`config.mk`:
```
export PLATFORM = sky130hd
export DESIGN_NAME = pll_md_arbiter
export DESIGN_NICKNAME = d
export VERILOG_FILES = /design/src/rtl/pll_md_arbiter.sv
export SDC_FILE = /design/constraint.sdc
export NUM_CORES = 1
export LEC_CHECK = 0
export BUFFER_PORTS_ARGS = -buffer_cell sky130_fd_sc_hd__buf_2
export CORE_AREA = 2 2 60 62
export CTS_CLUSTER_DIAMETER = 100
export DETAILED_ROUTE_END_ITERATION = 16
export DIE_AREA = 0 0 62 64
export PLACE_DENSITY = 0.82
export SLEW_MARGIN = 20
export SYNTH_ARGS = -nofsm -noshare
export SYNTH_HDL_FRONTEND = slang
export SYNTH_SLANG_ARGS = --single-unit
```
`constraint.sdc`:
```
create_clock -name mdclk -period 3.5 [get_ports mdclk]
set_input_delay 0.35 -clock mdclk [delete_from_list [all_inputs] [get_ports mdclk]]
set_output_delay 0.35 -clock mdclk [all_outputs]
set_load 0.01 [all_outputs]
```
`src/rtl/pll_md_arbiter.sv`:
```
// pll_md_arbiter: round-robin arbiter of two requesters onto a PLL management (MD) port.
// Define PLL_MD_READBACK_EN to verify every write by reading it back (sets sticky rb_err on mismatch).
module pll_md_arbiter #(
    parameter int RD_LAT = 2
) (
    input  logic        mdclk,
    input  logic        reset,
    input  logic [1:0]  req,
    input  logic [1:0]  we,
    input  logic [15:0] addr,
    input  logic [15:0] wdata,
    output logic [1:0]  ack,
    output logic [7:0]  rdata,
    output logic        busy,
    output logic        rb_err,
    output logic [1:0]  mdopc,
    output logic        mdainc,
    output logic [7:0]  mdwdi,
    input  logic [7:0]  mdrdo
);
    localparam logic [1:0] OP_NOP = 2'b00, OP_LD = 2'b01, OP_WR = 2'b10, OP_RD = 2'b11;
`ifdef PLL_MD_READBACK_EN
    typedef enum logic [2:0] {IDLE, ADDR, XFER, WAIT, DONE, RB_RD, RB_WAIT} state_t;
    logic rb_err_q;
`else
    typedef enum logic [2:0] {IDLE, ADDR, XFER, WAIT, DONE} state_t;
`endif
    state_t      state_q;
    logic        grant_q, prio_q, we_q;
    logic [7:0]  addr_q, wdata_q, rdata_q, mdwdi_q;
    logic [2:0]  cnt_q;
    logic [1:0]  ack_q, mdopc_q, ack_d;
    logic        grant_d;
    // prio_q names the requester that wins a tie
    assign grant_d = (&req) ? prio_q : req[1];
    assign ack_d   = 2'b01 << grant_q;
    always_ff @(posedge mdclk) begin
        if (reset) begin
            state_q  <= IDLE;
            grant_q  <= 1'b0;
            prio_q   <= 1'b0;
            we_q     <= 1'b0;
            addr_q   <= '0;
            wdata_q  <= '0;
            cnt_q    <= '0;
            ack_q    <= '0;
            rdata_q  <= '0;
            mdopc_q  <= OP_NOP;
            mdwdi_q  <= '0;
`ifdef PLL_MD_READBACK_EN
            rb_err_q <= 1'b0;
`endif
        end else begin
            ack_q   <= '0;
            mdopc_q <= OP_NOP;
            mdwdi_q <= '0;
            case (state_q)
                IDLE: if (|req) begin
                    grant_q <= grant_d;
                    we_q    <= we[grant_d];
                    addr_q  <= grant_d ? addr[15:8] : addr[7:0];
                    wdata_q <= grant_d ? wdata[15:8] : wdata[7:0];
                    mdopc_q <= OP_LD;
                    mdwdi_q <= grant_d ? addr[15:8] : addr[7:0];
                    state_q <= ADDR;
                end
                ADDR: begin
                    mdopc_q <= we_q ? OP_WR : OP_RD;
                    mdwdi_q <= we_q ? wdata_q : 8'h00;
                    cnt_q   <= 3'(RD_LAT - 1);
                    state_q <= XFER;
                end
                XFER: begin
                    if (!we_q) begin
                        state_q <= WAIT;
                    end else begin
`ifdef PLL_MD_READBACK_EN
                        mdopc_q <= OP_RD;
                        state_q <= RB_RD;
`else
                        ack_q   <= ack_d;
                        state_q <= DONE;
`endif
                    end
                end
                WAIT: begin
                    cnt_q <= cnt_q - 3'd1;
                    if (cnt_q == 3'd0) begin
                        rdata_q <= mdrdo;
                        ack_q   <= ack_d;
                        state_q <= DONE;
                    end
                end
`ifdef PLL_MD_READBACK_EN
                RB_RD: begin
                    cnt_q   <= 3'(RD_LAT - 1);
                    state_q <= RB_WAIT;
                end
                RB_WAIT: begin
                    cnt_q <= cnt_q - 3'd1;
                    if (cnt_q == 3'd0) begin
                        rb_err_q <= rb_err_q | (mdrdo != wdata_q);
                        ack_q    <= ack_d;
                        state_q  <= DONE;
                    end
                end
`endif
                DONE: begin
                    prio_q  <= ~grant_q;
                    state_q <= IDLE;
                end
                default: state_q <= IDLE;
            endcase
        end
    end
    assign ack    = ack_q;
    assign rdata  = rdata_q;
    assign busy   = state_q != IDLE;
    assign mdopc  = mdopc_q;
    assign mdwdi  = mdwdi_q;
    assign mdainc = 1'b0;
`ifdef PLL_MD_READBACK_EN
    assign rb_err = rb_err_q;
`else
    assign rb_err = 1'b0;
`endif
endmodule

```
# After elaboration in Yosys (flattened, before gate mapping)
# Index checks and enable logic that the tools add are counted.
# totals
register_bits	37
input_bits	46
out_inout_bits	23
elab_cells	48
# op_classes
add_sub_neg	1
order_cmp	1
n_eq_ne	6
n_shift	1
mux	19
bitwise	1
n_reduce_logical	9
# ops
op	n
$mux W8	4
$pmux W8 S2	1
$pmux W3 S4	1
$mux W3	3
$pmux W2 S2	2
$reduce_and A2 Y1	4
$eq A3 B2 Y1 const B	2
$logic_not A3 Y1	2
$pmux W3 S2	1
$mux W1	5
$mux W2	2
$ne A2 B2 Y1 const B	2
$eq A3 B1 Y1 const B	1
$eq A3 B3 Y1 const B	1
$reduce_bool A3 Y1	1
$sub A3 B1 Y3 const B	1
$lt A1 B2 Y1 const B	1
$reduce_bool A2 Y1	1
$reduce_or A2 Y1	1
$shl A1 B1 Y2 const A	1
$not A1 Y1	1

# Longest topological paths before layout
# Gate-level depths: netlist of the first run.
# logic_depth
depth_word	5
ltp_mapped	7
ltp_nobuf	7

# Worst setup path after synthesis of the first run
# No wires, ideal clock.
# synth_timing
path_kind	reg2reg
from	reg cnt_q[0]
to	reg state_q[0]
setup_time_ns	0.114
t_arrival_ns	1.173
required_time_ns	3.386
slack_ns	2.213
stages_incl_launch_ff	7
n_path_buf	0
period_less_slack_ns	1.287
cell_sequence	dfxtp_1 inv_1 ha_1 ha_1 inv_1 a31oi_1 a2111oi_0
# synth_via
elab_chain_len	3
# synth_rtl
item	line_no	source
from (decl)	31	logic [2:0] cnt_q;
from (signal assigned)	70	cnt_q <= 3'(RD_LAT - 1);
from (signal assigned)	87	cnt_q <= cnt_q - 3'd1;
$logic_not A3 Y1	88	if (cnt_q == 3'd0) begin
$ne A2 B2 Y1 (no line)	--	
$reduce_and A2 Y1 (no line)	--	
to (signal assigned)	82	state_q <= DONE;
to (signal assigned)	91	state_q <= DONE;
to (signal assigned)	110	state_q <= IDLE;
to (decl)	28	state_t state_q;
# Every way passes these cells.
# A chain may end at the register's enable or synchronous reset.

# Worst setup path in the final report of the first run
# layout_timing
from	reg state_q[1]
to	out busy
# layout_via
elab_chain_len	1
# layout_rtl
item	line_no	source
from (signal assigned)	39	state_q <= IDLE;
from (signal assigned)	65	state_q <= ADDR;
from (signal assigned)	71	state_q <= XFER;
$reduce_bool A3 Y1	118	assign busy = state_q != IDLE;
to (decl)	14	output logic busy,
# Every way passes these cells.

==> flow_summary.toml, run 1 <==
[cts]
cts_buffers = 5
cts_tree = "done"
clk_path_buf_depth = 2
ctsResizeCount = 0
root_buffer = "clkbuf_4"
clkSlewWorstSetupHoldPaths_ns = 0.11
cts_num_sinks = 37
h-tree-depth = 2
cts_hold_buf = 0
clock_latency_ns = 0.35
postCtsSetupBuffers = 0

[global_route]
grt_pass1_wl_um = 5290
grt_pass1_vias = 1286
overflow = 0
track_usage_pct = 17.8
grt_max_degree = 29
antenna_found_initial = 0

[finish]
drive_gt1_share_pct = 37.8
area_growth_pct = 24.7
antenna_cells = 0
n_fill_cell = 287
stdcell_area_um2 = 2000
nets = 288
seqCellArea_um2 = 741
multi_input_area_um2 = 782

[timing]
relSlewSlack_pct = 58.7
hold_viol = 0
fin_crit_ns = 2.04
tns_ns = 0
min_period_over_period_pct = 58.3
whs_ns = 0.223
worstMarginPinSlew_ns = 0.617
fin_ws_ns = 1.46
rsz0062_at_grt = "false"
setup_viol = 0
fmax_mhz = 490
fin_worst_skew_ns = 0.0178
drv_slew = 0

[detailed_routing]
routed_wl_um = 3370
drtPass1Iterations = 4
drt_iter0_drc = 25
route.detailed.drc = 0
vias_per_cell = 5.03
antenna_left = 0
routedWlPerCell_um = 11.8
vias = 1444

[placement]
dp_hpwl_um = 2520
place_ws_ns = 1.74
port_buffers = 66
gp_congestion = 0.729
place_area_um2 = 1930

[yosys]
synth.most_common_cell = "dfxtp_1"
synth_top_flop_cell = "dfxtp_1"
async_flop_share_pct = 0
yosys-top-cells-area = "dfxtp_1 (46%), a211oi_2 (7.0%), nand2_1 (7.0%)"
yosys_register_bits = 37
synthesis.area_um2 = 1600
synth_common_cells = "dfxtp_1 (37), nand2_1 (30), nor2_1 (16)"
yosys.area.top_type = "dfxtp_1"
synthCells = 176
avgSynthCellArea_um2 = 9.11
yosysWarnings = 0
ys_seq_area_share_pct = 46.2
ys_types = 33
synth_edf_count = 0
synth_top_cell_area_share_pct = 46.2

[power_and_ir_drop]
leakagePower_nw = 0.895
power.total_mw = 0.962
vdd_drop_max_uv = 274
power.density_nw_per_um2 = 481

[worst_setup_path]
cp.required_ns = 3.15
critPathKind = "reg -> out"
critPathLaunchType = "flop"
worst-path-max-fanout = 12
crit_arrival_ns = 1.69
critPathCaptureType = "primary output"

[die]
coreArea_um2 = 3280
num_rows = 21
dieArea_um2 = 3970
ios = 69
die_h_um = 64
die_x_um = 62
start_util_pct = 48.8

[flow_run]
cap_viol_max_count = 0

[status]
status = "finished, final reports clean"

[hold_path]
hp-class = "in -> reg"
==> critical path, cell delays in order, from the launching register on <==
cell and delay, ns:
dfxtp_1 0.45, nor3_4 0.58, inv_2 0.14, buf_2 0.18
==> power by group <==
| part | switching [mW] | internal [mW] | leakage, nW |
|---|---|---|---|
| registers | 0.0332 | 0.464 | 0.303 |
| clock network | 0.143 | 0.0979 | 0.0382 |
| logic | 0.126 | 0.0973 | 0.553 |
==> sequential cells by signal, summed over array words and instances, names as in the netlist <==
register and cells:
grant_q 1, ack 2, rdata 8, mdopc 2
cnt_q 3, wdata_q 8, prio_q 1, state_q 3
we_q 1, mdwdi 8
==> placed cells by master (no fill, tap or decap) <==
cell type | netlist | routed
nor3b_1 | 1 | 1
nor2b_1 | 2 | 2
nand2b_1 | 2 | 2
a311oi_1 | 1 | 1
o21ai_4 | 1 | 1
nand3b_1 | 3 | 3
clkinv_4 | 0 | 1
o21ai_0 | 1 | 1
nor2_1 | 16 | 16
nor2b_2 | 1 | 1
inv_1 | 4 | 4
inv_2 | 2 | 2
nand3_1 | 2 | 2
clkinv_2 | 0 | 1
nand2_1 | 30 | 30
dfxtp_1 | 37 | 37
o21ai_1 | 10 | 10
clkbuf_4 | 0 | 5
mux2i_1 | 9 | 9
nor3_1 | 3 | 3
nor2_4 | 2 | 2
o22ai_1 | 9 | 9
clkbuf_8 | 0 | 1
ha_1 | 2 | 2
a31oi_1 | 1 | 1
and2_1 | 1 | 1
nor3_4 | 1 | 1
conb_1 | 1 | 2
nor4b_4 | 1 | 1
a211oi_2 | 9 | 9
a2111oi_0 | 1 | 1
a21oi_1 | 13 | 13
buf_2 | 4 | 66
==> final cells by class <==
cell class / instances / area share, %
Sequential cell: 37 / 37.1
Timing Repair Buffer: 66 / 16.5
Multi-Input combinational cell: 124 / 39.1
Tap cell: 46 / 2.88
Inverter: 6 / 1.13
Clock buffer: 6 / 2.57
Clock inverter: 2 / 0.689
==> metrics by stage <==
step | utilization (%) | std cells
4_1_cts | 60.8 | 287
3_3_place_gp | 58.9 | 279
6_report | 60.8 | 287
5_1_grt | 60.8 | 287
3_5_place_dp | 58.9 | 279
2_1_floorplan | - | 177
==> logic make-up (layout without fill, tap and decap cells) <==
| family | Yosys count | after routing | synth area share, % |
|---|---|---|---|
| compound gates | 46 | 46 | 20.5 |
| fa+ha+maj | 2 | 2 | 1.56 |
| buf+inv | 16 | 80 | 5.23 |
| flops | 37 | 37 | 46.2 |
| mux | 9 | 9 | 5.62 |
| other cells | 1 | 2 | 0.234 |
| simple gates | 65 | 65 | 20.6 |
==> per-layer routing <==
layer | GRT usage, % | routed length [µm] | vias to the layer above | part of all wire [%]
met5 | 0 | 0 | - | 0
met3 | 6.28 | 316 | 8 | 9.4
met4 | 9.04 | 59 | 0 | 1.7
li1 | - | - | 734 | -
met1 | 19.6 | 1500 | 638 | 45
met2 | 29.2 | 1490 | 64 | 44
==> path summary, 6_finish.rpt <==
check             cells after the start         end       start  slack (ns)
hold / removal                        3    rdata[6]    mdrdo[6]        0.22
setup reg to reg                      5  wdata_q[4]  state_q[1]        1.73
hold reg to reg                       2    cnt_q[1]    cnt_q[1]        0.45
setup / recovery                      3        busy  state_q[1]        1.46
(Power assumes the default switching activity.)
==> inputs of run 2 (changes only) <==
--- a/config.mk
+++ b/config.mk
@@ -6,11 +6,11 @@
 export NUM_CORES = 1
 export LEC_CHECK = 0
 export BUFFER_PORTS_ARGS = -buffer_cell sky130_fd_sc_hd__buf_2
-export CORE_AREA = 2 2 60 62
+export CORE_AREA = 2 2 62 64
 export CTS_CLUSTER_DIAMETER = 100
 export DETAILED_ROUTE_END_ITERATION = 16
-export DIE_AREA = 0 0 62 64
-export PLACE_DENSITY = 0.82
+export DIE_AREA = 0 0 64 66
+export PLACE_DENSITY = 0.78
 export SLEW_MARGIN = 20
 export SYNTH_ARGS = -nofsm -noshare
 export SYNTH_HDL_FRONTEND = slang
==> constraint.sdc (replaced) <==
create_clock -name mdclk -period 2.1 [get_ports mdclk]
set_input_delay 0.21 -clock mdclk [delete_from_list [all_inputs] [get_ports mdclk]]
set_output_delay 0.21 -clock mdclk [all_outputs]
set_load 0.01 [all_outputs]
==> flow_summary.toml, run 2 (synthesized netlist as in run 1, its figures left out) <==
[detailed_routing]
route.detailed.drc = 0
routed_wl_um = 3330
vias_per_cell = 4.82
routedWlPerCell_um = 11.5
drt_iter0_drc = 48
vias = 1398
drtPass1Iterations = 4
antenna_left = 0

[placement]
dp_hpwl_um = 2400
place_ws_ns = 0.592
port_buffers = 66
gp_congestion = 0.738

[worst_setup_path]
path_delay_family = "flip-flops"
crit_arrival_ns = 1.32
worst-path-max-fanout = 11
path_cells = "nor3_4 -> inv_2 -> buf_2"
slowest_delay_ns = 0.66
critPathLaunchType = "flop"
r2r_slack_ns = 0.57
worst_path_max_delay_cell = "dfxtp_1"
worstRegToRegCells = 4
cp.required_ns = 1.89
setup.worst_path.start = "state_q[2]"
critPathCaptureType = "primary output"
crit_buf_inv = 2
critPathKind = "reg -> out"
r2r_end = "rdata[7]"
path_depth = 3
r2r-start = "state_q[0]"

[cts]
ctsResizeCount = 0
clock_latency_ns = 0.35
root_buffer = "clkbuf_4"
h-tree-depth = 2
cts_tree = "done"
postCtsSetupBuffers = 0
clk_path_buf_depth = 2
cts_hold_buf = 0
cts_buffers = 5
clkSlewWorstSetupHoldPaths_ns = 0.12
cts_num_sinks = 37

[global_route]
overflow = 0
antenna_found_initial = 0
grt_pass1_wl_um = 5460
track_usage_pct = 16.7
grt_max_degree = 29
grt_pass1_vias = 1250

[finish]
area_growth_pct = 27.9
drive_gt1_share_pct = 38.0
nets = 289
final_common_cell = "buf_2"
antenna_cells = 0
final_cell_mix = "buf_2 (66), dfxtp_1 (37), nand2_1 (30), nor2_1 (16), a21oi_1 (13)"

[die]
die_x_um = 64
num_rows = 22
dieArea_um2 = 4220
die_h_um = 66
ios = 69
coreArea_um2 = 3550
start_util_pct = 45.1

[timing]
min_period_over_period_pct = 73.1
drv_slew = 0
relSlewSlack_pct = 58.7
tns_ns = 0
fmax_mhz = 652
rsz0062_at_grt = "false"
fin_worst_skew_ns = 0.00798
hold_viol = 0
worstMarginPinSlew_ns = 0.619
setup_viol = 0
fin_crit_ns = 1.53
fin_ws_ns = 0.566

[power_and_ir_drop]
vdd_drop_max_uv = 514
leakagePower_nw = 0.917
power.density_nw_per_um2 = 894

[status]
status = "finished, final reports clean"

[hold_path]
hold_path_depth = 3
min_to = "rdata[1]"
hp-class = "in -> reg"
min-delay-start = "mdrdo[1]"

[flow_run]
cap_viol_max_count = 0
## run 2: power by group
part           total (mW)  switching, mW  internal, mW
sequential          0.829         0.0550         0.774
combinational       0.378          0.210         0.168
clock               0.626          0.251         0.375
total                1.83          0.516          1.32
## run 2: area by class of cell
type / count / area (µm²)
fill: 341 / 1500
multi-input combinational: 124 / 782
sequential: 37 / 741
timing repair buffer: 67 / 338
clock inverter: 3 / 68.8
tap: 48 / 60.1
clock buffer: 5 / 37.5
inverter: 6 / 22.5
## run 2: per-stage QoR
stage	area (µm²)	hold WS (ns)	utilization [%]	total power [mW]	instances
2_1_floorplan	1610	0.346	-	1.11	177
3_3_place_gp	1940	0.438	54.7	1.22	282
3_5_place_dp	1940	0.439	54.7	1.23	282
4_1_cts	2050	0.0766	57.7	1.85	290
5_1_grt	2050	0.0762	57.7	1.94	290
6_report	2050	0.0924	57.7	1.83	290
## run 2: worst max path at each step
| stage | end | slack, ns |
|---|---|---|
| floorplan | state_q[0] | 0.81 |
| CTS | busy | 0.55 |
| finish | busy | 0.57 |
| global placement | rdata[5] | 0.62 |
| global route | rdata[4] | 0.43 |
| detailed placement | rdata[6] | 0.59 |
## run 2: worst min-delay path: cells and delay by family
family | cells | cell delay, ns
AOI/OAI and AO/OA | 1 | 0.05
buffers and inverters | 1 | 0.09
and+or+nand+nor | 1 | 0.04
## run 2: metal layers
layer | track usage, % | vias up | share of wire [%]
li1 | - | 733 | -
met1 | 19.4 | 604 | 45
met2 | 28.3 | 58 | 46
met3 | 4.60 | 3 | 8.3
met4 | 8.15 | 0 | 0.96
met5 | 0 | - | 0
